--- src/rtl/mod_memstage_lsu.sv ---
// Memory stage load/store unit: issues one load or store per accepted
// instruction on the data-memory port, captures the load data and hands the
// packed MEM_EX record downstream over a valid/ready handshake.
module mod_memstage_lsu #(
  parameter int ADDR_W  = 64,
  parameter int DATA_W  = 64,
  parameter int TIMEOUT = 255,
  localparam int MEMEX_W = 276
) (
  input  logic               clk,
  input  logic               reset,
  input  logic               flush,
  input  logic               in_valid,
  output logic               in_ready,
  input  logic [MEMEX_W-1:0] in_memex,
  input  logic [1:0]         in_mem_op,
  input  logic [ADDR_W-1:0]  in_addr,
  input  logic [DATA_W-1:0]  in_wdata,
  output logic               req_valid,
  input  logic               req_ready,
  output logic               req_we,
  output logic [ADDR_W-1:0]  req_addr,
  output logic [DATA_W-1:0]  req_wdata,
  input  logic               resp_valid,
  input  logic [DATA_W-1:0]  resp_data,
  output logic               out_valid,
  input  logic               out_ready,
  output logic [MEMEX_W-1:0] memex,
  output logic [DATA_W-1:0]  load_buffer,
  output logic               loadbuffer_done,
  output logic               store_memstage_active,
  output logic               mem_error
);

  // Counter just wide enough to reach TIMEOUT; one extra bit for the increment.
  localparam int CNT_W = (TIMEOUT < 2) ? 1 : $clog2(TIMEOUT + 1);
  localparam logic [CNT_W:0] TIMEOUT_VAL = (CNT_W + 1)'(TIMEOUT);

  localparam logic [1:0] OPK_NONE  = 2'd0;
  localparam logic [1:0] OPK_LOAD  = 2'd1;
  localparam logic [1:0] OPK_STORE = 2'd2;

  typedef enum logic [2:0] {
    S_IDLE  = 3'd0,
    S_REQ   = 3'd1,
    S_WAIT  = 3'd2,
    S_HOLD  = 3'd3,
    S_DRAIN = 3'd4
  } state_t;

  state_t           state;
  logic             is_store;
  logic [CNT_W-1:0] wait_cnt;

  logic [1:0]       op_kind;
  logic             accept;
  logic [CNT_W:0]   cnt_inc;
  logic             timeout_hit;
  logic             discard;

  assign in_ready = (state == S_IDLE) && !flush;
  assign accept   = in_valid && in_ready;

  // Effective memory operation: sim_end (LSB of MEM_EX) forces a pass-through.
  always_comb begin
    op_kind = OPK_NONE;
    if (in_memex[0]) begin
      op_kind = OPK_NONE;
    end else begin
      case (in_mem_op)
        2'd1:    op_kind = OPK_LOAD;
        2'd2:    op_kind = OPK_STORE;
        default: op_kind = OPK_NONE;
      endcase
    end
  end

  // The timeout fires at the end of the TIMEOUT-th cycle spent waiting without a response.
  always_comb begin
    cnt_inc     = {1'b0, wait_cnt} + {{CNT_W{1'b0}}, 1'b1};
    timeout_hit = 1'b0;
    if (TIMEOUT != 0) begin
      timeout_hit = (cnt_inc == TIMEOUT_VAL);
    end else begin
      timeout_hit = 1'b0;
    end
    // A flush while waiting turns the outstanding access into a drain.
    discard = (state == S_DRAIN) || flush;
  end

  // Stage FSM with all outputs registered.
  always_ff @(posedge clk) begin
    if (!reset) begin
      state                 <= S_IDLE;
      is_store              <= 1'b0;
      wait_cnt              <= {CNT_W{1'b0}};
      req_valid             <= 1'b0;
      req_we                <= 1'b0;
      req_addr              <= {ADDR_W{1'b0}};
      req_wdata             <= {DATA_W{1'b0}};
      out_valid             <= 1'b0;
      memex                 <= {MEMEX_W{1'b0}};
      load_buffer           <= {DATA_W{1'b0}};
      loadbuffer_done       <= 1'b0;
      store_memstage_active <= 1'b0;
      mem_error             <= 1'b0;
    end else begin
      case (state)
        S_IDLE: begin
          if (accept) begin
            memex     <= in_memex;
            req_addr  <= in_addr;
            req_wdata <= in_wdata;
            is_store  <= (op_kind == OPK_STORE);
            if (op_kind == OPK_NONE) begin
              state     <= S_HOLD;
              out_valid <= 1'b1;
            end else begin
              state                 <= S_REQ;
              req_valid             <= 1'b1;
              req_we                <= (op_kind == OPK_STORE);
              store_memstage_active <= (op_kind == OPK_STORE);
              if (op_kind == OPK_LOAD) begin
                loadbuffer_done <= 1'b0;
              end
            end
          end
        end
        S_REQ: begin
          if (flush) begin
            req_valid <= 1'b0;
            req_we    <= 1'b0;
            if (req_ready) begin
              // Memory took the request in the flush cycle: its response must still be absorbed.
              state    <= S_DRAIN;
              wait_cnt <= {CNT_W{1'b0}};
            end else begin
              state                 <= S_IDLE;
              store_memstage_active <= 1'b0;
            end
          end else if (req_ready) begin
            state     <= S_WAIT;
            req_valid <= 1'b0;
            req_we    <= 1'b0;
            wait_cnt  <= {CNT_W{1'b0}};
          end
        end
        S_WAIT, S_DRAIN: begin
          if (resp_valid || timeout_hit) begin
            store_memstage_active <= 1'b0;
            if (!resp_valid) begin
              mem_error <= 1'b1;
            end
            if (discard) begin
              state <= S_IDLE;
            end else begin
              state     <= S_HOLD;
              out_valid <= 1'b1;
              if (resp_valid) begin
                if (!is_store) begin
                  load_buffer     <= resp_data;
                  loadbuffer_done <= 1'b1;
                end
              end else begin
                load_buffer <= {DATA_W{1'b0}};
              end
            end
          end else begin
            wait_cnt <= cnt_inc[CNT_W-1:0];
            if (discard) begin
              state <= S_DRAIN;
            end
          end
        end
        S_HOLD: begin
          if (flush || out_ready) begin
            state           <= S_IDLE;
            out_valid       <= 1'b0;
            loadbuffer_done <= 1'b0;
          end
        end
        default: begin
          state                 <= S_IDLE;
          req_valid             <= 1'b0;
          req_we                <= 1'b0;
          out_valid             <= 1'b0;
          loadbuffer_done       <= 1'b0;
          store_memstage_active <= 1'b0;
        end
      endcase
    end
  end

endmodule

--- config.mk ---
export PLATFORM = sky130hd
export DESIGN_NAME = mod_memstage_lsu
export DESIGN_NICKNAME = d
export VERILOG_FILES = /design/src/rtl/mod_memstage_lsu.sv
export SDC_FILE = /design/constraint.sdc
export NUM_CORES = 1
export LEC_CHECK = 0
export CAP_MARGIN = 10
export CORE_AREA = 2 2 373 375
export DETAILED_ROUTE_END_ITERATION = 16
export DIE_AREA = 0 0 375 377
export SLEW_MARGIN = 0
export SYNTH_ARGS = -nofsm -noshare
export SYNTH_HDL_FRONTEND = slang
export SYNTH_SLANG_ARGS = --single-unit
--- constraint.sdc ---
create_clock -name clk -period 2.4 [get_ports clk]
set_input_delay 0.72 -clock clk [delete_from_list [all_inputs] [get_ports clk]]
set_output_delay 0.72 -clock clk [all_outputs]
set_load 0.02 [all_outputs]
Word-level counts from Yosys, hierarchy flattened
Cells that the tools add are included.

Multiply operators: 0. Reductions and logical operators: 20. Shift operators: 0. Bitwise gates (word level): 5. $lt $le $gt $ge: 0. Multiplexer cells: 43. Div/mod/pow operators: 0. Equality and inequality tests: 25. Add/subtract/negate cells: 1.

Operators with widths (count): 64-bit 2-to-1 mux (2); 2-bit != test (second input constant) (12); 1-bit 2-to-1 mux (21); 3-bit 2-to-1 mux (7); 8-bit 2-to-1 mux (2); 8-bit case mux with 2 select lines (1); 1-bit case mux with 4 select lines (3); 3-bit case mux with 4 select lines (1); 4-bit AND reduction (3); 6-bit AND reduction (2); 8-bit by 1-bit adder with 9-bit output (second input constant) (1); 9-bit by 8-bit equality test with 1-bit output (second input constant) (1); 9-bit AND reduction (1); 3-bit by 2-bit equality test with 1-bit output (second input constant) (2); 2-bit 2-to-1 mux (3); 3-bit != test (second input constant) (2); 1-bit case mux with 3 select lines (2); 3-bit AND reduction (2); 1-bit NOT (5); 2-bit by 1-bit equality test with 1-bit output (second input constant) (2); 2-bit equality test (second input constant) (2); 2-bit by 1-bit != test with 1-bit output (second input constant) (2); 2-bit case mux with 2 select lines (1); 3-bit by 1-bit equality test with 1-bit output (second input constant) (1); 10 further kinds (13).

Flip-flop bits (word level): 486. Bits in writable memories: 0. Bits in latches: 0. Memories kept: 0. Input bits: 477. Bits in read-only memories: 0. Output and inout bits: 475.

Longest topological paths before layout
Gate-level depths: netlist (run 1).

Depth in word-level cells: 8. Depth in mapped cells: 9. Depth with buffers taken out: 7.

Least setup slack after synthesis (run 1)
No wires, ideal clock.

Kind: input to register. Start point: in flush. End point: reg is_store. Data required time: 2.272 ns. Setup slack: 0.391 ns. Data arrival time: 1.882 ns. Path buffers: 3. Stages on the path: 7. Cell sequence: nand2b_1 or2_2 buf_2 buf_2 buf_2 a21oi_1 nor2_1.

Word-level cells in the longest chain between the ends: 4.

RTL lines: start, declared (line 12) `input logic flush,`; 1-bit zero test (line 61) `assign in_ready = (state == S_IDLE) && !flush;`; 1-bit logical AND (line 61); 1-bit logical AND (line 62) `assign accept = in_valid && in_ready;`; 2-bit AND reduction (no line); end signal, assigned (line 114) `is_store <= (op_kind == OPK_STORE);`; end, declared (line 52) `logic is_store;`.

No other way between the ends. A chain may end at the register's enable or synchronous reset.

Final worst setup path (run 1)
Start point: reg req_wdata[61]. End point: out req_wdata[61].

RTL lines: start, declared (line 23) `output logic [DATA_W-1:0] req_wdata,`; start signal, assigned (line 100) `req_wdata <= {DATA_W{1'b0}};`; start signal, assigned (line 113) `req_wdata <= in_wdata;`.

No word-level cell between the ends.

==> flow_summary.ini, run 1 <==
[route]
wl_per_cell_um = 17.9
drt-initial-drc-count = 987
ant_nets = 0
totalWireLength_um = 89200
drt-pass1-iter-count = 5
drc = 0
vias = 18700
avgViaCountPerCell = 3.74

[cells_and_area]
final_common_cell = nand2_1
utilization = 0.230
num-fill-cells = 15000
nets = 3632
drive_gt1_frac = 0.0766
area_growth_pct = 81.6
final_cell_mix = nand2_1 (886), clkdlybuf4s50_1 (736), dfxtp_1 (483), a21oi_1 (479), dlygate4sd2_1 (179)

[logic_synthesis]
ys_types = 57
netlist.area_leader.share = 0.561
synth-seq-area-share = 0.561
avgSynthCellArea_um2 = 7.94
synth_top_area_cell = dfxtp_1
syn-cell-area_um2 = 17300
ys_ff_latch = 486
synthTopCellsByArea = dfxtp_1 (56%), nand2_1 (19%), a21oi_1 (14%)
yosysWarnings = 0
synthCells = 2186
synth.net_count = 2665

[min_path]
hp-class = reg -> reg
holdPathStages = 2

[clock_network]
root_buffer = clkbuf_16
cts_tree = done
cts_num_sinks = 486
cts_max_level = 2
cts_buffer_depth = 3
cts_buffers = 58
cts.clk_slew.worst_paths_ps = 60
clock_latency_ps = 640

[run]
drv_cap = 0

[critical_path]
r2r-start = wait_cnt[1]
end_kind = output pin
worst-endpoint-required_ps = 1680
crit_fanout = 2
critical_path_depth = 1
worstSetupPathType = reg -> out
worst_r2r_path_depth = 7
crit_buf_inv = 1
endpoint = req_wdata[61]
cp_cell_sequence = clkdlybuf4s50_1
worstPathArrival_ps = 1610
r2r_setup_slack_ps = 240
crit_family = buffers and inverters
cp-startpoint = req_wdata[61]
slowest_delay_ps = 620
timing.rr.end = load_buffer[3]
critPathSlowestCell = clkdlybuf4s50_1
start_kind = flop

[floorplan]
start_util = 0.127
rows = 136
core_um2 = 137000
io_pins = 952
die-area_um2 = 141000
die_x_um = 375
die_h_um = 377

[sta]
hold_viol_final = 0
fin_crit_ps = 2330
fin_crit_sh = 0.970
rsz0062_at_grt = false
worst_clock_skew_ps = 12.2
slew_viol_final = 0
max_freq_mhz = 430
finalSetupViolCount = 0
max-slew-margin-rel = 0.670
tightestPinTransition_ps = 497
setup-tns-final_ps = 0

[placed_design]
io_buffers = 951
place_hpwl_um = 71100
gp_congestion = 0.877

[status]
outcome = finished, final reports clean

[global_route]
grt_use_total = 0.119
antenna_found_initial = 37
gr-total-overflow = 0
grt_pass1_vias = 18200
grt_max_degree = 65
grt_pass1_wl_um = 124000

[power]
power_density_nw_per_um2 = 694
p_leak_nw = 12.2
irDropWorstVdd_v = 0.000475
[cell usage after synthesis (all sizes together)]
| master | instances |
|---|---|
| a2111oi | 2 |
| a211oi | 1 |
| a21boi | 1 |
| a21o | 2 |
| a21oi | 479 |
| a2bb2oi | 1 |
| a31o | 2 |
| a31oi | 3 |
| and2 | 1 |
| and3 | 1 |
| and4bb | 1 |
| buf | 102 |
| clkbuf | 68 |
| dfxtp | 486 |
| ha | 2 |
| inv | 6 |
| mux2i | 2 |
| nand2 | 886 |
| nand2b | 3 |
| nand3 | 6 |
| nand4 | 1 |
| nor2 | 16 |
| nor2b | 1 |
| nor3 | 3 |
| nor3b | 1 |
| nor4 | 2 |
| o2111ai | 1 |
| o211a | 1 |
| o211ai | 2 |
| o21a | 4 |
| o21ai | 71 |
| o21bai | 1 |
| o221a | 2 |
| o22ai | 2 |
| o31a | 2 |
| o31ai | 3 |
| o32ai | 1 |
| or2 | 2 |
| or3 | 3 |
| or3b | 1 |
| or4 | 4 |
| or4b | 2 |
| xnor2 | 3 |
| xor2 | 2 |
[kinds of logic after synthesis]
group,synth area share
AOI/OAI and AO/OA,0.176
DFF,0.561
and+or+nand+nor,0.209
buffers and inverters,0.0494
muxes,0.00115
xor gates and xnor gates,0.00296
adders and majority gates,0.00144
[worst min path at each step]
stage	from	to	slack [ps]
3_5_place_dp	memex[102]	memex[102]	450
2_1_floorplan	is_store	is_store	450
6_report	memex[177]	memex[177]	450
3_3_place_gp	memex[198]	memex[198]	440
5_1_grt	req_wdata[55]	req_wdata[55]	470
4_1_cts	memex[38]	memex[38]	450
[layout make-up]
type / instances / area, µm² / area share
clock buffer: 85 / 1710 / 0.0542
tap: 1794 / 2240 / 0.0713
clock inverter: 19 / 211 / 0.00671
timing repair buffer: 1077 / 10800 / 0.342
inverter: 6 / 30.0 / 0.000953
antenna: 7 / 17.5 / 0.000556
sequential: 486 / 9740 / 0.309
multi-input combinational: 1524 / 6780 / 0.215
[repair_timing]
item                       in CTS  in global routing
hold endpoints to repair        0                  0
buffers inserted                0                  2
setup endpoints to repair     180                 34
pin swaps                       1                  0
hold buffers                    0                  0
resized for setup             187                 33
[per-layer routing]
| metal | track usage | vias to the layer above | share of wire |
|---|---|---|---|
| li1 | - | 9079 | - |
| met1 | 0.134 | 8705 | 0.40 |
| met2 | 0.203 | 683 | 0.48 |
| met3 | 0.0494 | 171 | 0.092 |
| met4 | 0.0335 | 62 | 0.024 |
| met5 | 0 | - | 0.0045 |
[where the power goes]
| group | switching (mW) | leakage [nW] | internal [mW] |
|---|---|---|---|
| Combinational | 2.17 | 7.31 | 1.96 |
| Sequential | 0.271 | 3.96 | 8.53 |
| Clock | 3.62 | 0.931 | 5.32 |
[per-stage QoR]
step                      area (µm²)  worst slack (ps)  std cells  hold slack [ps]  total power [mW]
after CTS                      31400             -18.5       4989              453              22.2
after global placement         29700              -265       4885              441              13.2
after global routing           31500             0.642       4994              467              22.8
after floorplan                17300               391       2186              448              10.6
after detailed placement       29700              -247       4885              446              13.2
final                          31500              72.2       4998              450              21.9
[flip-flops by register name, summed over array words and instances, names as in the netlist]
name	count
state	3
req_wdata	64
memex	276
req_addr	64
req_we	1
out_valid	1
is_store	1
wait_cnt	8
load_buffer	64
mem_error	1
loadbuffer_done	1
req_valid	1
store_memstage_active	1
No activity file was read; power rests on OpenSTA's default activity.
==> run 2: changes to the inputs <==
--- a/config.mk
+++ b/config.mk
@@ -5,10 +5,12 @@
 export SDC_FILE = /design/constraint.sdc
 export NUM_CORES = 1
 export LEC_CHECK = 0
+export ABC_AREA = 1
 export CAP_MARGIN = 10
-export CORE_AREA = 2 2 373 375
+export CORE_AREA = 2 2 367 369
 export DETAILED_ROUTE_END_ITERATION = 16
-export DIE_AREA = 0 0 375 377
+export DIE_AREA = 0 0 369 371
+export RECOVER_POWER = 50
 export SLEW_MARGIN = 0
 export SYNTH_ARGS = -nofsm -noshare
 export SYNTH_HDL_FRONTEND = slang
==> run 2 against run 1 <==
Sequential share of layout area rose by 0.66 points. Combinational power is 150% higher. Hold slack gained 13 ps. Routed wire length is 16% higher. Count of clock-buffer cells in the layout fell by 9. Largest power group is now sequential cells. Highest routed layer unchanged.
==> flow_summary.ini, run 2 <==
[status]
outcome = finished, final reports clean

[floorplan]
core_um2 = 133000
die-area_um2 = 137000
io_pins = 952
die_x_um = 369
rows = 134
start_util = 0.134
die_h_um = 371

[critical_path]
start_kind = flop
crit_family = buffers and inverters
critical_path_depth = 1
cp-startpoint = memex[170]
crit_buf_inv = 1
worst-endpoint-required_ps = 1680
worstPathArrival_ps = 1620
r2r_setup_slack_ps = 180
worst_r2r_path_depth = 10
worstSetupPathType = reg -> out
critPathSlowestCell = clkdlybuf4s50_1
slowest_delay_ps = 620
cp_cell_sequence = clkdlybuf4s50_1
timing.rr.end = memex[148]
end_kind = output pin
crit_fanout = 2
r2r-start = state[1]

[route]
vias = 19600
drc = 0
drt-initial-drc-count = 1277
totalWireLength_um = 104000
wl_per_cell_um = 20.1
drt-pass1-iter-count = 6
avgViaCountPerCell = 3.79
ant_nets = 0

[placed_design]
place_hpwl_um = 84600
io_buffers = 951
place_area_um2 = 29700
gp_congestion = 0.900
dp_slack_ps = -345
placed_cells = 5054

[sta]
worst_clock_skew_ps = 30.2
rsz0062_at_grt = false
max_freq_mhz = 428
tightestPinTransition_ps = 558
setup_slack_ps = 61.4
finalSetupViolCount = 0
hold_viol_final = 0
setup-tns-final_ps = 0
slew_viol_final = 0
fin_crit_sh = 0.974
fin_crit_ps = 2340
max-slew-margin-rel = 0.628

[logic_synthesis]
yosysWarnings = 0
synth-seq-area-share = 0.547
syn-cell-area_um2 = 17800
synthCells = 2404
synth_most_common_cell = nor2_1
ys_ff_latch = 486
synthArstFlopShare = 0
netlist.area_leader.share = 0.547
avgSynthCellArea_um2 = 7.40
synth.net_count = 2883
synth_common_cells = nor2_1 (893), dfxtp_1 (486), o21ai_0 (415)
ys.flop_type = dfxtp_1
synthTopCellsByArea = dfxtp_1 (55%), nor2_1 (19%), o21ai_0 (12%)
synth_edf_count = 0
synth_top_area_cell = dfxtp_1
ys_types = 27

[clock_network]
cts_max_level = 2
cts_tree = done
cts.clk_slew.worst_paths_ps = 60
postCtsSetupRepairBufs = 0
cts_buffer_depth = 3
cts_buffers = 59
root_buffer = clkbuf_16
cts_num_sinks = 486
clock_latency_ps = 660

[power]
irDropWorstVdd_v = 0.000585
p_leak_nw = 13.5
power_density_nw_per_um2 = 977

[cells_and_area]
multi_input_area_um2 = 6910
nets = 3826
utilization = 0.232
area_growth_pct = 73.3
regMostFlops = memex
stdcell_count = 5166
num-fill-cells = 14800
largest_reg_flops = 276
ff_latch_area_um2 = 9730
finish.instance_area_um2 = 30800
final_common_cell = nor2_1
drive_gt1_frac = 0.0618
final_cell_mix = nor2_1 (892), clkdlybuf4s50_1 (632), dfxtp_1 (486), o21ai_0 (415), nand2_1 (304)

[run]
drv_cap = 0

[global_route]
gr-total-overflow = 0
grt_max_degree = 70
grt_pass1_wl_um = 141000
antenna_found_initial = 37
grt_pass1_vias = 18500
grt_use_total = 0.143

[min_path]
hold_path_end = out_valid
hp-class = reg -> reg
hp-start = out_valid
holdPathStages = 2
[run 2: power breakdown]
group          leakage, nW  switching (mW)  total (mW)  internal [mW]
Clock                0.985            3.90        9.38           5.48
Combinational         8.53            6.51        10.2           3.68
Sequential            3.99           0.891        10.5           9.66
Total                 13.5            11.3        30.1           18.8
[run 2: worst max-delay path by stage]
stage,end,slack [ps]
after floorplan,load_buffer[10],640
after global placement,memex[2],-360
after detailed placement,req_addr[20],-340
after CTS,memex[155],0.1
after global routing,memex[194],0.07
final,memex[170],60
[run 2: layer usage]
metal | global-route usage | wire [µm] | vias to the layer above | part of all wire
li1 | - | - | 9444 | -
met1 | 0.169 | 41100 | 9096 | 0.40
met2 | 0.241 | 48800 | 807 | 0.47
met3 | 0.0544 | 10300 | 181 | 0.099
met4 | 0.0413 | 3490 | 30 | 0.034
met5 | 0 | 208 | - | 0.0020
[run 2: logic make-up (layout without fill, tap and decap cells)]
kind of cell | count (synthesis) | in the layout | synth area share
compound gates | 439 | 439 | 0.124
xor+xnor | 2 | 2 | 0.000985
fa+ha+maj | 2 | 2 | 0.00141
buf+inv | 252 | 1244 | 0.0642
flops | 486 | 486 | 0.547
other cells | 0 | 2 | 0
simple gates | 1223 | 1223 | 0.262
[run 2: timing repair]
item,CTS,global route
hold buffers,0,0
hold endpoints to repair,0,0
setup endpoints to repair,240,62
resized for setup,243,63
[run 2: final cells by class]
type,instances,share of cell area
flip-flops and latches,486,0.316
repair buffers,1045,0.311
multi-input cells,1666,0.224
well taps,1768,0.0718
clock buffers,76,0.0529
clock inverters,34,0.0130
inverters,89,0.0111
diodes,2,0.000162
[run 2: metrics by stage]
stage,hold slack [ps],power (mW)
after floorplan,450,15.5
after global placement,447,21.9
after detailed placement,458,22.0
after CTS,427,31.0
after global routing,444,31.7
final,463,30.1
==> run 3: changes to the inputs <==
--- a/config.mk
+++ b/config.mk
@@ -6,10 +6,13 @@
 export NUM_CORES = 1
 export LEC_CHECK = 0
 export ABC_AREA = 1
+export ABC_CLOCK_PERIOD_IN_PS = 2400
 export CAP_MARGIN = 10
-export CORE_AREA = 2 2 367 369
+export CORE_AREA = 2 2 376 378
 export DETAILED_ROUTE_END_ITERATION = 16
-export DIE_AREA = 0 0 369 371
+export DIE_AREA = 0 0 378 380
+export DONT_BUFFER_PORTS = 1
+export GPL_TIMING_DRIVEN = 0
 export RECOVER_POWER = 50
 export SLEW_MARGIN = 0
 export SYNTH_ARGS = -nofsm -noshare
==> run 3 against run 2 <==
Count of clock-buffer cells in the layout increased by 12. Maximum frequency is 3.9% higher. Die area up 4.9%. Total power shrank 7.5%. Register-to-register slack got worse by 30 ps. Critical path depth grew 8. Routed wire length rose by 8.5%. Critical path type is now reg -> reg.
==> flow_summary.ini, run 3 (synthesis results as in run 2) <==
[status]
outcome = finished, final reports clean

[clock_network]
cts_buffers = 59
cts_tree = done
cts_buffer_depth = 3
postCtsSetupRepairBufs = 0
cts_num_sinks = 486
cts.clk_slew.worst_paths_ps = 70
cts_max_level = 2
cts_hold_buf = 0
clock_latency_ps = 660
root_buffer = clkbuf_16

[floorplan]
start_util = 0.128
core_um2 = 139000
rows = 137
die_x_um = 378
io_pins = 952
die_h_um = 380
die-area_um2 = 144000

[cells_and_area]
area_growth_pct = 26.1
nets = 2944
final_cell_mix = nor2_1 (866), dfxtp_1 (486), o21ai_0 (415), nand2_1 (301), inv_1 (86)
drive_gt1_frac = 0.0940
finish.instance_area_um2 = 22400
num-fill-cells = 16000
largest_reg_flops = 276
utilization = 0.161
multi_input_area_um2 = 7020
ff_latch_area_um2 = 9730
final_common_cell = nor2_1
regMostFlops = memex

[route]
ant_nets = 0
dr.max_layer_used = met5
wl_met1_um = 41300
drt-initial-drc-count = 1146
met2_length_um = 52200
drc = 0
vias = 16700
drt-pass1-iter-count = 6
wl_per_cell_um = 25.6
met3_length_um = 15200
avgViaCountPerCell = 3.78
totalWireLength_um = 113000

[sta]
tightestPinTransition_ps = 887
setup_slack_ps = 149
fin_crit_sh = 0.938
slew_viol_final = 0
hold_viol_final = 0
max_freq_mhz = 444
finalSetupViolCount = 0
fin_crit_ps = 2250
max-slew-margin-rel = 0.409
worst_clock_skew_ps = 18.1

[global_route]
antenna_found_initial = 57
grt_max_degree = 16
gr-total-overflow = 0
grt_pass1_vias = 15800
grt_use_total = 0.150
grt_pass1_wl_um = 145000

[power]
share_clk_of_total_power = 0.341
p_switching_mw = 11.2
swShare = 0.401
irDropWorstVdd_v = 0.000690
p_leak_nw = 9.19
pwr-share-comb = 0.172
internal_power_mw = 16.7
seqPwrFrac = 0.487
power_density_nw_per_um2 = 1240

[critical_path]
critPathSlowestCell = dfxtp_1
worstPathArrival_ps = 2790
crit_fanout = 10
end_kind = flop
slowest_delay_ps = 340
crit_path_frequent_cell = nor2_2
cp_cell_sequence = nor2_2 -> nand2_4 -> nor3b_4 -> buf_12 -> inv_4 -> clkbuf_4 -> buf_2 -> nor2_2 -> nor2_1
worst-endpoint-required_ps = 2940
worstSetupPathType = reg -> reg
start_kind = flop

[placed_design]
dp_slack_ps = -918
place_hpwl_um = 95700
place_area_um2 = 20100
io_buffers = 0
gp_congestion = 0.952

[min_path]
hp-class = in -> reg

[run]
drv_cap = 0
## run 3: changes by cell type in the layout (fill, tap and decap cells not counted), sizes merged
cell           delta
diode            +23
dlygate4sd2     -237
clkinv           -11
bufinv            -1
buf              +28
clkdlybuf4s15     -2
clkbuf           -27
clkdlybuf4s50   -632
clkinvlp          -3
## run 3: worst paths after layout
| path | from | endpoint | slack, ps | cells past startpoint |
|---|---|---|---|---|
| worst min-delay path | in_memex[46] | memex[46] | 190 | 2 |
| worst max-delay path | state[0] | req_addr[58] | 150 | 9 |
| worst min register to register | is_store | is_store | 490 | 2 |
| worst max register to register | state[0] | req_addr[58] | 150 | 9 |
## run 3: layout make-up
class,count,share of cell area
clock inverters,19,0.0123
well taps,1876,0.105
clock buffers,88,0.0784
repair buffers,1,0.000670
diodes,25,0.00279
inverters,89,0.0150
flip-flops and latches,486,0.434
multi-input cells,1666,0.313
plain buffers,162,0.0388
## run 3: stage by stage
| step | hold WS (ps) | setup TNS [ps] | instances | total power [mW] |
|---|---|---|---|---|
| floorplan | 450 | 0 | 2404 | 15.5 |
| global placement | 476 | -459150 | 4280 | 18.4 |
| detailed placement | 481 | -219890 | 4281 | 18.5 |
| CTS | 128 | 0 | 4388 | 28.2 |
| global route | 158 | -6.97 | 4392 | 29.2 |
| finish | 191 | 0 | 4412 | 27.9 |
## run 3: what timing repair did
action | 4_1_cts | 5_1_grt
hold endpoints to repair | 0 | 0
endpoints found under the setup margin | 407 | 105
pin swaps | 0 | 1
gates resized for setup | 44 | 28
## run 3: power groups by stage
| stage | logic (mW) | registers, mW | clock network, mW |
|---|---|---|---|
| 2_1_floorplan | 3.15 | 12.4 | 0 |
| 3_3_place_gp | 4.62 | 13.8 | 0 |
| 3_5_place_dp | 4.72 | 13.8 | 0 |
| 4_1_cts | 4.83 | 13.6 | 9.77 |
| 5_1_grt | 5.50 | 13.7 | 10.0 |
| 6_report | 4.80 | 13.6 | 9.50 |
## run 3: per-layer routing
layer,up-vias,track usage
met1,7853,0.167
met3,224,0.0746
li1,7730,-
met4,42,0.0438
met5,-,0
met2,847,0.249
## run 3: worst max-delay path, delay by kind of cell (launching register included)
family                 cells  cell delay (ps)
buffers and inverters      4              880
AND/OR/NAND/NOR            5              870
flip-flops                 1              340
